### src/rtl/snn_config_sequencer_if.sv
// Bus bundle for snn_config_sequencer: configuration load, spike handshake,
// network configuration outputs and result capture.
interface snn_config_sequencer_if;
  // configuration load
  logic         load_mode;
  logic [7:0]   data_in;
  logic         data_valid;
  logic         cfg_done;
  // network configuration
  logic [255:0] weights;
  logic [511:0] delays;
  logic [4:0]   threshold;
  logic [2:0]   decay;
  logic [4:0]   refractory_period;
  // spike handshake and network control
  logic         spike_valid;
  logic [7:0]   spike_in;
  logic         spike_ready;
  logic [7:0]   input_spikes;
  logic         enable;
  logic         delay_clk;
  // result capture
  logic         output_data_ready;
  logic [7:0]   output_spikes;
  logic [7:0]   result;
  logic         result_valid;
  logic         timeout_err;

  modport master (
    output load_mode, data_in, data_valid, spike_valid, spike_in,
           output_data_ready, output_spikes,
    input  cfg_done, weights, delays, threshold, decay, refractory_period,
           spike_ready, input_spikes, enable, delay_clk, result, result_valid,
           timeout_err
  );

  modport slave (
    input  load_mode, data_in, data_valid, spike_valid, spike_in,
           output_data_ready, output_spikes,
    output cfg_done, weights, delays, threshold, decay, refractory_period,
           spike_ready, input_spikes, enable, delay_clk, result, result_valid,
           timeout_err
  );
endinterface

### src/rtl/snn_config_sequencer.sv
// Loads the 98-byte SNN configuration, then runs one spike vector at a time
// through the network. Optional RUN watchdog is enabled by SNN_SEQ_TIMEOUT_EN.
module snn_config_sequencer #(
  parameter int DELAY_DIV   = 4,
  parameter int TIMEOUT_CYC = 1023
) (
  input logic                   clk,
  input logic                   reset,
  snn_config_sequencer_if.slave bus
);

  if (DELAY_DIV < 2 || DELAY_DIV > 255 || TIMEOUT_CYC < 1 || TIMEOUT_CYC > 65535) begin : g_bad_param
    $error("snn_config_sequencer: DELAY_DIV or TIMEOUT_CYC out of range");
  end

  localparam logic [1:0] ST_IDLE  = 2'd0;
  localparam logic [1:0] ST_LOAD  = 2'd1;
  localparam logic [1:0] ST_READY = 2'd2;
  localparam logic [1:0] ST_RUN   = 2'd3;

  localparam logic [6:0] LAST_BYTE = 7'd97;
  localparam logic [7:0] DIV_LAST  = 8'(DELAY_DIV - 1);

  logic [1:0]   state;
  logic [6:0]   ptr;
  logic [5:0]   dly_idx;
  logic [7:0]   div_cnt;
  logic         run_timeout;

  logic [255:0] weights_q;
  logic [511:0] delays_q;
  logic [4:0]   threshold_q;
  logic [2:0]   decay_q;
  logic [4:0]   refractory_q;
  logic         cfg_done_q;
  logic         enable_q;
  logic [7:0]   input_spikes_q;
  logic [7:0]   result_q;
  logic         result_valid_q;

  assign dly_idx = 6'(ptr - 7'd32);

  always_ff @(posedge clk) begin
    if (reset) begin
      // NOTE: the configuration registers feed the network directly, so they
      // are cleared like any control flop rather than left as uninitialised storage.
      state          <= ST_IDLE;
      ptr            <= '0;
      weights_q      <= '0;
      delays_q       <= '0;
      threshold_q    <= '0;
      decay_q        <= '0;
      refractory_q   <= '0;
      cfg_done_q     <= 1'b0;
      enable_q       <= 1'b0;
      input_spikes_q <= '0;
      result_q       <= '0;
      result_valid_q <= 1'b0;
    end else begin
      // NOTE: default-low assignment turns result_valid into a one-cycle strobe.
      result_valid_q <= 1'b0;
      case (state)
        ST_IDLE: begin
          if (bus.load_mode) begin
            state <= ST_LOAD;
            ptr   <= '0;
          end
        end
        ST_LOAD: begin
          // The final byte completes the load even if load_mode drops with it.
          if (bus.data_valid && ptr == LAST_BYTE) begin
            threshold_q <= bus.data_in[4:0];
            cfg_done_q  <= 1'b1;
            ptr         <= '0;
            state       <= ST_READY;
          end else if (!bus.load_mode) begin
            ptr        <= '0;
            cfg_done_q <= 1'b0;
            state      <= ST_IDLE;
          end else if (bus.data_valid) begin
            if (ptr < 7'd32)
              weights_q[{ptr[4:0], 3'b000} +: 8] <= bus.data_in;
            else if (ptr < 7'd96)
              delays_q[{dly_idx, 3'b000} +: 8] <= bus.data_in;
            else
              {refractory_q, decay_q} <= bus.data_in;
            ptr <= ptr + 7'd1;
          end
        end
        ST_READY: begin
          if (bus.load_mode) begin
            cfg_done_q <= 1'b0;
            ptr        <= '0;
            state      <= ST_LOAD;
          end else if (bus.spike_valid) begin
            input_spikes_q <= bus.spike_in;
            enable_q       <= 1'b1;
            state          <= ST_RUN;
          end
        end
        ST_RUN: begin
          if (bus.output_data_ready) begin
            result_q       <= bus.output_spikes;
            result_valid_q <= 1'b1;
            enable_q       <= 1'b0;
            state          <= ST_READY;
          end else if (run_timeout) begin
            enable_q <= 1'b0;
            state    <= ST_READY;
          end
        end
        default: state <= ST_IDLE;
      endcase
    end
  end

  // Held at zero outside RUN so every RUN starts with a fresh tick phase.
  always_ff @(posedge clk) begin
    if (reset || state != ST_RUN)
      div_cnt <= '0;
    else if (div_cnt == DIV_LAST)
      div_cnt <= '0;
    else
      div_cnt <= div_cnt + 8'd1;
  end

`ifdef SNN_SEQ_TIMEOUT_EN
  logic [15:0] run_cnt;
  logic        timeout_q;

  always_ff @(posedge clk) begin
    if (reset || state != ST_RUN)
      run_cnt <= '0;
    else
      run_cnt <= run_cnt + 16'd1;
  end

  // Fires in RUN cycle TIMEOUT_CYC; a result arriving that cycle still wins.
  assign run_timeout = (state == ST_RUN) && (run_cnt == 16'(TIMEOUT_CYC - 1));

  always_ff @(posedge clk) begin
    if (reset)
      timeout_q <= 1'b0;
    else if (run_timeout && !bus.output_data_ready)
      timeout_q <= 1'b1;
  end

  assign bus.timeout_err = timeout_q;
`else
  assign run_timeout     = 1'b0;
  assign bus.timeout_err = 1'b0;
`endif

  assign bus.cfg_done          = cfg_done_q;
  assign bus.weights           = weights_q;
  assign bus.delays            = delays_q;
  assign bus.threshold         = threshold_q;
  assign bus.decay             = decay_q;
  assign bus.refractory_period = refractory_q;
  assign bus.spike_ready       = (state == ST_READY);
  assign bus.input_spikes      = input_spikes_q;
  assign bus.enable            = enable_q;
  assign bus.delay_clk         = (state == ST_RUN) && (div_cnt == DIV_LAST);
  assign bus.result            = result_q;
  assign bus.result_valid      = result_valid_q;

endmodule

### src/flat_wrapper.sv
// flat-port wrapper written by rule: the top's interface ports become plain ports
module snn_config_sequencer_flat 
#(
  parameter int DELAY_DIV   = 4,
  parameter int TIMEOUT_CYC = 1023
)
  (clk, reset, bus_load_mode, bus_data_in, bus_data_valid, bus_spike_valid, bus_spike_in, bus_output_data_ready, bus_output_spikes, bus_cfg_done, bus_weights, bus_delays, bus_threshold, bus_decay, bus_refractory_period, bus_spike_ready, bus_input_spikes, bus_enable, bus_delay_clk, bus_result, bus_result_valid, bus_timeout_err);
  snn_config_sequencer_if bus_i ();
  input logic clk;
  input logic reset;
  input wire logic [$bits(bus_i.load_mode)-1:0] bus_load_mode;
  input wire logic [$bits(bus_i.data_in)-1:0] bus_data_in;
  input wire logic [$bits(bus_i.data_valid)-1:0] bus_data_valid;
  input wire logic [$bits(bus_i.spike_valid)-1:0] bus_spike_valid;
  input wire logic [$bits(bus_i.spike_in)-1:0] bus_spike_in;
  input wire logic [$bits(bus_i.output_data_ready)-1:0] bus_output_data_ready;
  input wire logic [$bits(bus_i.output_spikes)-1:0] bus_output_spikes;
  output wire logic [$bits(bus_i.cfg_done)-1:0] bus_cfg_done;
  output wire logic [$bits(bus_i.weights)-1:0] bus_weights;
  output wire logic [$bits(bus_i.delays)-1:0] bus_delays;
  output wire logic [$bits(bus_i.threshold)-1:0] bus_threshold;
  output wire logic [$bits(bus_i.decay)-1:0] bus_decay;
  output wire logic [$bits(bus_i.refractory_period)-1:0] bus_refractory_period;
  output wire logic [$bits(bus_i.spike_ready)-1:0] bus_spike_ready;
  output wire logic [$bits(bus_i.input_spikes)-1:0] bus_input_spikes;
  output wire logic [$bits(bus_i.enable)-1:0] bus_enable;
  output wire logic [$bits(bus_i.delay_clk)-1:0] bus_delay_clk;
  output wire logic [$bits(bus_i.result)-1:0] bus_result;
  output wire logic [$bits(bus_i.result_valid)-1:0] bus_result_valid;
  output wire logic [$bits(bus_i.timeout_err)-1:0] bus_timeout_err;
  assign bus_i.load_mode = bus_load_mode;
  assign bus_i.data_in = bus_data_in;
  assign bus_i.data_valid = bus_data_valid;
  assign bus_i.spike_valid = bus_spike_valid;
  assign bus_i.spike_in = bus_spike_in;
  assign bus_i.output_data_ready = bus_output_data_ready;
  assign bus_i.output_spikes = bus_output_spikes;
  assign bus_cfg_done = bus_i.cfg_done;
  assign bus_weights = bus_i.weights;
  assign bus_delays = bus_i.delays;
  assign bus_threshold = bus_i.threshold;
  assign bus_decay = bus_i.decay;
  assign bus_refractory_period = bus_i.refractory_period;
  assign bus_spike_ready = bus_i.spike_ready;
  assign bus_input_spikes = bus_i.input_spikes;
  assign bus_enable = bus_i.enable;
  assign bus_delay_clk = bus_i.delay_clk;
  assign bus_result = bus_i.result;
  assign bus_result_valid = bus_i.result_valid;
  assign bus_timeout_err = bus_i.timeout_err;
  snn_config_sequencer #(.DELAY_DIV(DELAY_DIV), .TIMEOUT_CYC(TIMEOUT_CYC)) u_core (.clk(clk), .reset(reset), .bus(bus_i));
endmodule
### config.mk
export PLATFORM = sky130hd
export DESIGN_NAME = snn_config_sequencer_flat
export DESIGN_NICKNAME = d
export VERILOG_FILES = /design/src/rtl/snn_config_sequencer_if.sv /design/src/rtl/snn_config_sequencer.sv /design/src/flat_wrapper.sv
export SDC_FILE = /design/constraint.sdc
export NUM_CORES = 1
export LEC_CHECK = 0
export ABC_AREA = 1
export CORE_AREA = 8 8 316 318
export CTS_CLUSTER_DIAMETER = 30
export DETAILED_ROUTE_END_ITERATION = 8
export DIE_AREA = 0 0 324 326
export HOLD_SLACK_MARGIN = 0.12
export PLACE_DENSITY = 0.62
export SYNTH_ARGS = -nofsm -noshare
export SYNTH_HDL_FRONTEND = slang
export SYNTH_SLANG_ARGS = --single-unit
### constraint.sdc
create_clock -name clk -period 2.19 [get_ports clk]
set_input_delay 0.438 -clock clk [delete_from_list [all_inputs] [get_ports clk]]
set_output_delay 0.438 -clock clk [all_outputs]
set_load 0.1 [all_outputs]
==> results.yml <==
status:
  status: "complete, but fails checks"
  violations: "negative setup slack"
worst_setup_path:
  crit_path_end_kind: "primary output"
  critPathMaxFanout: 2
  crit_buf_inv: 1
  setup.worst_path.start_class: "register"
  crit_slowest_cell: "dfxtp_2"
  r2r_end: "u_core.bus.delays[95]"
  crit_arrival_ns: 1.88
  critPathLaunch: "u_core.div_cnt[7]"
  cp_top_family: "simple AND/OR/NAND/NOR gates"
  r2r_start: "u_core.ptr[1]"
  path_class: "reg2out"
  cpPeakStageDelay_ns: 0.33
  cp_data_required_time_ns: 1.75
  reg2reg_depth: 15
  crit_chain: "nor4_4, nand3_2, nor2_4, buf_12"
  reg2reg_slack_ns: 0.07
  cp-endpoint: "bus_delay_clk"
  critical_path_depth: 4
clock_tree:
  insertion_delay_ns: 0.75
  cts_buffer_depth: 3
  cts_tree: "yes"
  numCtsBuffers: 186
  cts.sinks: 817
  h-tree-depth: 4
  clk_pin_slew_worst_paths_ns: 0.05
  cts-root-buf: "clkbuf_16"
global_route:
  grt_max_degree: 108
  grt_pass1_vias: 32398
  grt_pass1_wl_um: 217000
  grt.total_usage: 0.273
  grt_antenna_before_repair: 1
  overflow: 0
drt:
  drt_pass1_iterations: 8
  wl_um: 153000
  wl_per_cell_um: 20.9
  viasPerCell: 4.69
  drtAntennaViolNets: 0
  drt_iter0_drc: 2455
  vias: 34310
  drc: 0
floorplan:
  rows: 113
  start_util: 0.345
  die_x_um: 324
  fp.dieArea_mm2: 0.106
  fp.coreArea_mm2: 0.0944
  die_h_um: 326
  ios: 833
sta:
  finalCritPeriodShare: 1.06
  worst_slack_ns: -0.127
  slew_headroom: 0.619
  setup_viol: 1
  rsz0062_at_grt: "yes"
  fmax_mhz: 432
  setup_tns_ns: -0.127
  drv_slew: 0
  hold-worst-slack_ns: 0.233
  hold_viol: 0
  fin_crit_ns: 2.32
  worst_slew_pin_slew_ns: 0.571
  finalClockSkew_ns: 0.0283
power_and_ir_drop:
  combPwrFrac: 0.029
  p_per_area_mw_per_mm2: 889
  p_total_mw: 45.6
  p_sw_mw: 9.92
  clockPowerShare: 0.644
  switching_share: 0.218
  peakVddDrop_mv: 0.670
  p_int_mw: 35.6
  power_frac_seq: 0.328
  leakage_nw: 25.9
synthesis:
  synth_top_area_frac: 0.502
  synth_flop_cell: "dfxtp_1"
  synth_edf_count: 0
  postSynthNetCount: 4736
  ys_ff_latch: 817
  ys_seq_area_frac: 0.502
  async_flop_share: 0
  synth.avg_cell_area_um2: 6.94
  yosys.area.top_type: "dfxtp_1"
  syn_inst: 4698
  synth_area_leaders: "dfxtp_1 (50%), nor2_1 (14%), nand2_1 (11%)"
  ys_warn_count: 0
  synth_cell_types: 33
  syn-cell-area_mm2: 0.0326
min_path:
  hold_depth: 4
  worstHoldPathType: "in2reg"
cells_and_area:
  nFillCells: 8885
  drive_above_1_share: 0.296
  area_growth_pct: 57.3
  fin_cells: 7317
  post-route-util: 0.543
  nNetsFinal: 5936
  final_area_mm2: 0.0513
  antenna_cells: 0
place:
  routabilityCongestion: 0.875
  pre_cts_ws_ns: -0.515
  hpwl_um: 114000
  dpl-instance-area_mm2: 0.0432
  dp_cells: 6927
  port_buffers: 831
flow_run:
  maxCapViolCount: 0
==> layout by cell type, fill, tap and decap left out, types with 30 or more instances in the layout <==
master	n
inv_1	535
nand2_1	871
nand4_1	43
nor2_2	33
dfxtp_1	807
bufinv_16	30
clkbuf_8	37
a21oi_1	257
o21ai_1	67
nor2_1	1181
clkbuf_16	191
buf_12	90
nor2_4	39
clkinv_2	42
buf_4	1102
nand2_2	51
o21ai_0	344
nor3_1	41
nand3_1	52
==> what timing repair did <==
item | CTS | global route
buffers inserted | 11 | 30
resized for setup | 66 | 237
gates cloned | 4 | 4
setup endpoints to repair | 339 | 688
endpoints found under the hold margin | 11 | 0
hold buffers | 1 | 0
pin swaps | 8 | 32
==> synth_stat cells, types with 2 or more instances <==
library cell and number:
nor4_1 3, nand4_1 43, nor2_2 24, buf_6 4, buf_1 15, o21ai_1 19
dfxtp_1 817, inv_1 545, clkinv_1 3, inv_2 28, nand3_2 2, nor3_2 6
nand3b_1 2, clkbuf_1 130, nand2_4 2, nand2_2 22, nand3_1 63, nor2_4 12
o21ai_0 399, a21oi_1 258, nor3b_1 3, nor2_1 1217, xor2_1 2, a31oi_1 11
ha_1 8, buf_2 74, buf_4 11, nand2_1 928, nor3_1 43
==> per-layer routing <==
metal	vias up	GRT usage	routed length [um]
met5	-	0	0
met4	0	0.0951	4870
met3	256	0.0848	12900
met2	1214	0.457	72500
met1	15938	0.330	62900
li1	16902	-	-
==> cell families (layout without fill, tap and decap cells) <==
family	count (synthesis)	count (layout)	synth area share
buffers and inverters	812	2165	0.0987
other	1	1	0.000115
adders and majority gates	8	8	0.00307
AOI/OAI and AO/OA	687	687	0.106
xor gates and xnor gates	2	2	0.000538
and+or+nand+nor	2371	2372	0.290
DFF	817	817	0.502
==> how the worst min path moves through the flow <==
stage                               start                      to  slack (ns)
floorplan               u_core.div_cnt[0]       u_core.div_cnt[0]        0.42
detailed placement  u_core.bus.weights[7]   u_core.bus.weights[7]        0.44
global route               bus_data_in[2]  u_core.bus.delays[178]        0.23
CTS                        bus_data_in[2]  u_core.bus.delays[178]        0.18
finish                     bus_data_in[2]  u_core.bus.delays[178]        0.23
global placement    u_core.bus.weights[1]   u_core.bus.weights[1]        0.43
==> sequential cells by signal, indices dropped and copies added (netlist names), 3 cells and up <==
signal,count
u_core.bus.weights,256
u_core.bus.refractory_period,5
u_core.div_cnt,8
u_core.bus.decay,3
u_core.bus.threshold,5
u_core.bus.input_spikes,8
u_core.ptr,7
u_core.bus.delays,512
u_core.bus.result,8
==> worst reg2reg max path: cells and delay by family, from the launching register on <==
family                   cells  cell delay, ns
flip-flops                   1            0.32
AND/OR/NAND/NOR              9            0.90
adder cells (fa/ha/maj)      1            0.17
buffers and inverters        5            0.68
==> final cells by class <==
cell class | count | area, um^2 | area share
repair buffers | 1245 | 10700 | 0.208
multi-input cells | 3070 | 13800 | 0.268
well taps | 1265 | 1580 | 0.0309
inverters | 578 | 2220 | 0.0434
clock buffers | 240 | 5270 | 0.103
clock inverters | 102 | 1400 | 0.0273
flip-flops and latches | 817 | 16400 | 0.319
==> power by group through the flow <==
| stage | clock (mW) | sequential, mW | combinational [mW] |
|---|---|---|---|
| after floorplan | 0 | 15.3 | 0.541 |
| after global placement | 0 | 15.2 | 1.21 |
| after detailed placement | 0 | 15.2 | 1.21 |
| after CTS | 29.6 | 14.9 | 1.24 |
| after global routing | 30.4 | 14.9 | 1.37 |
| final | 29.3 | 14.9 | 1.30 |
No activity file was read; power rests on OpenSTA's default activity.
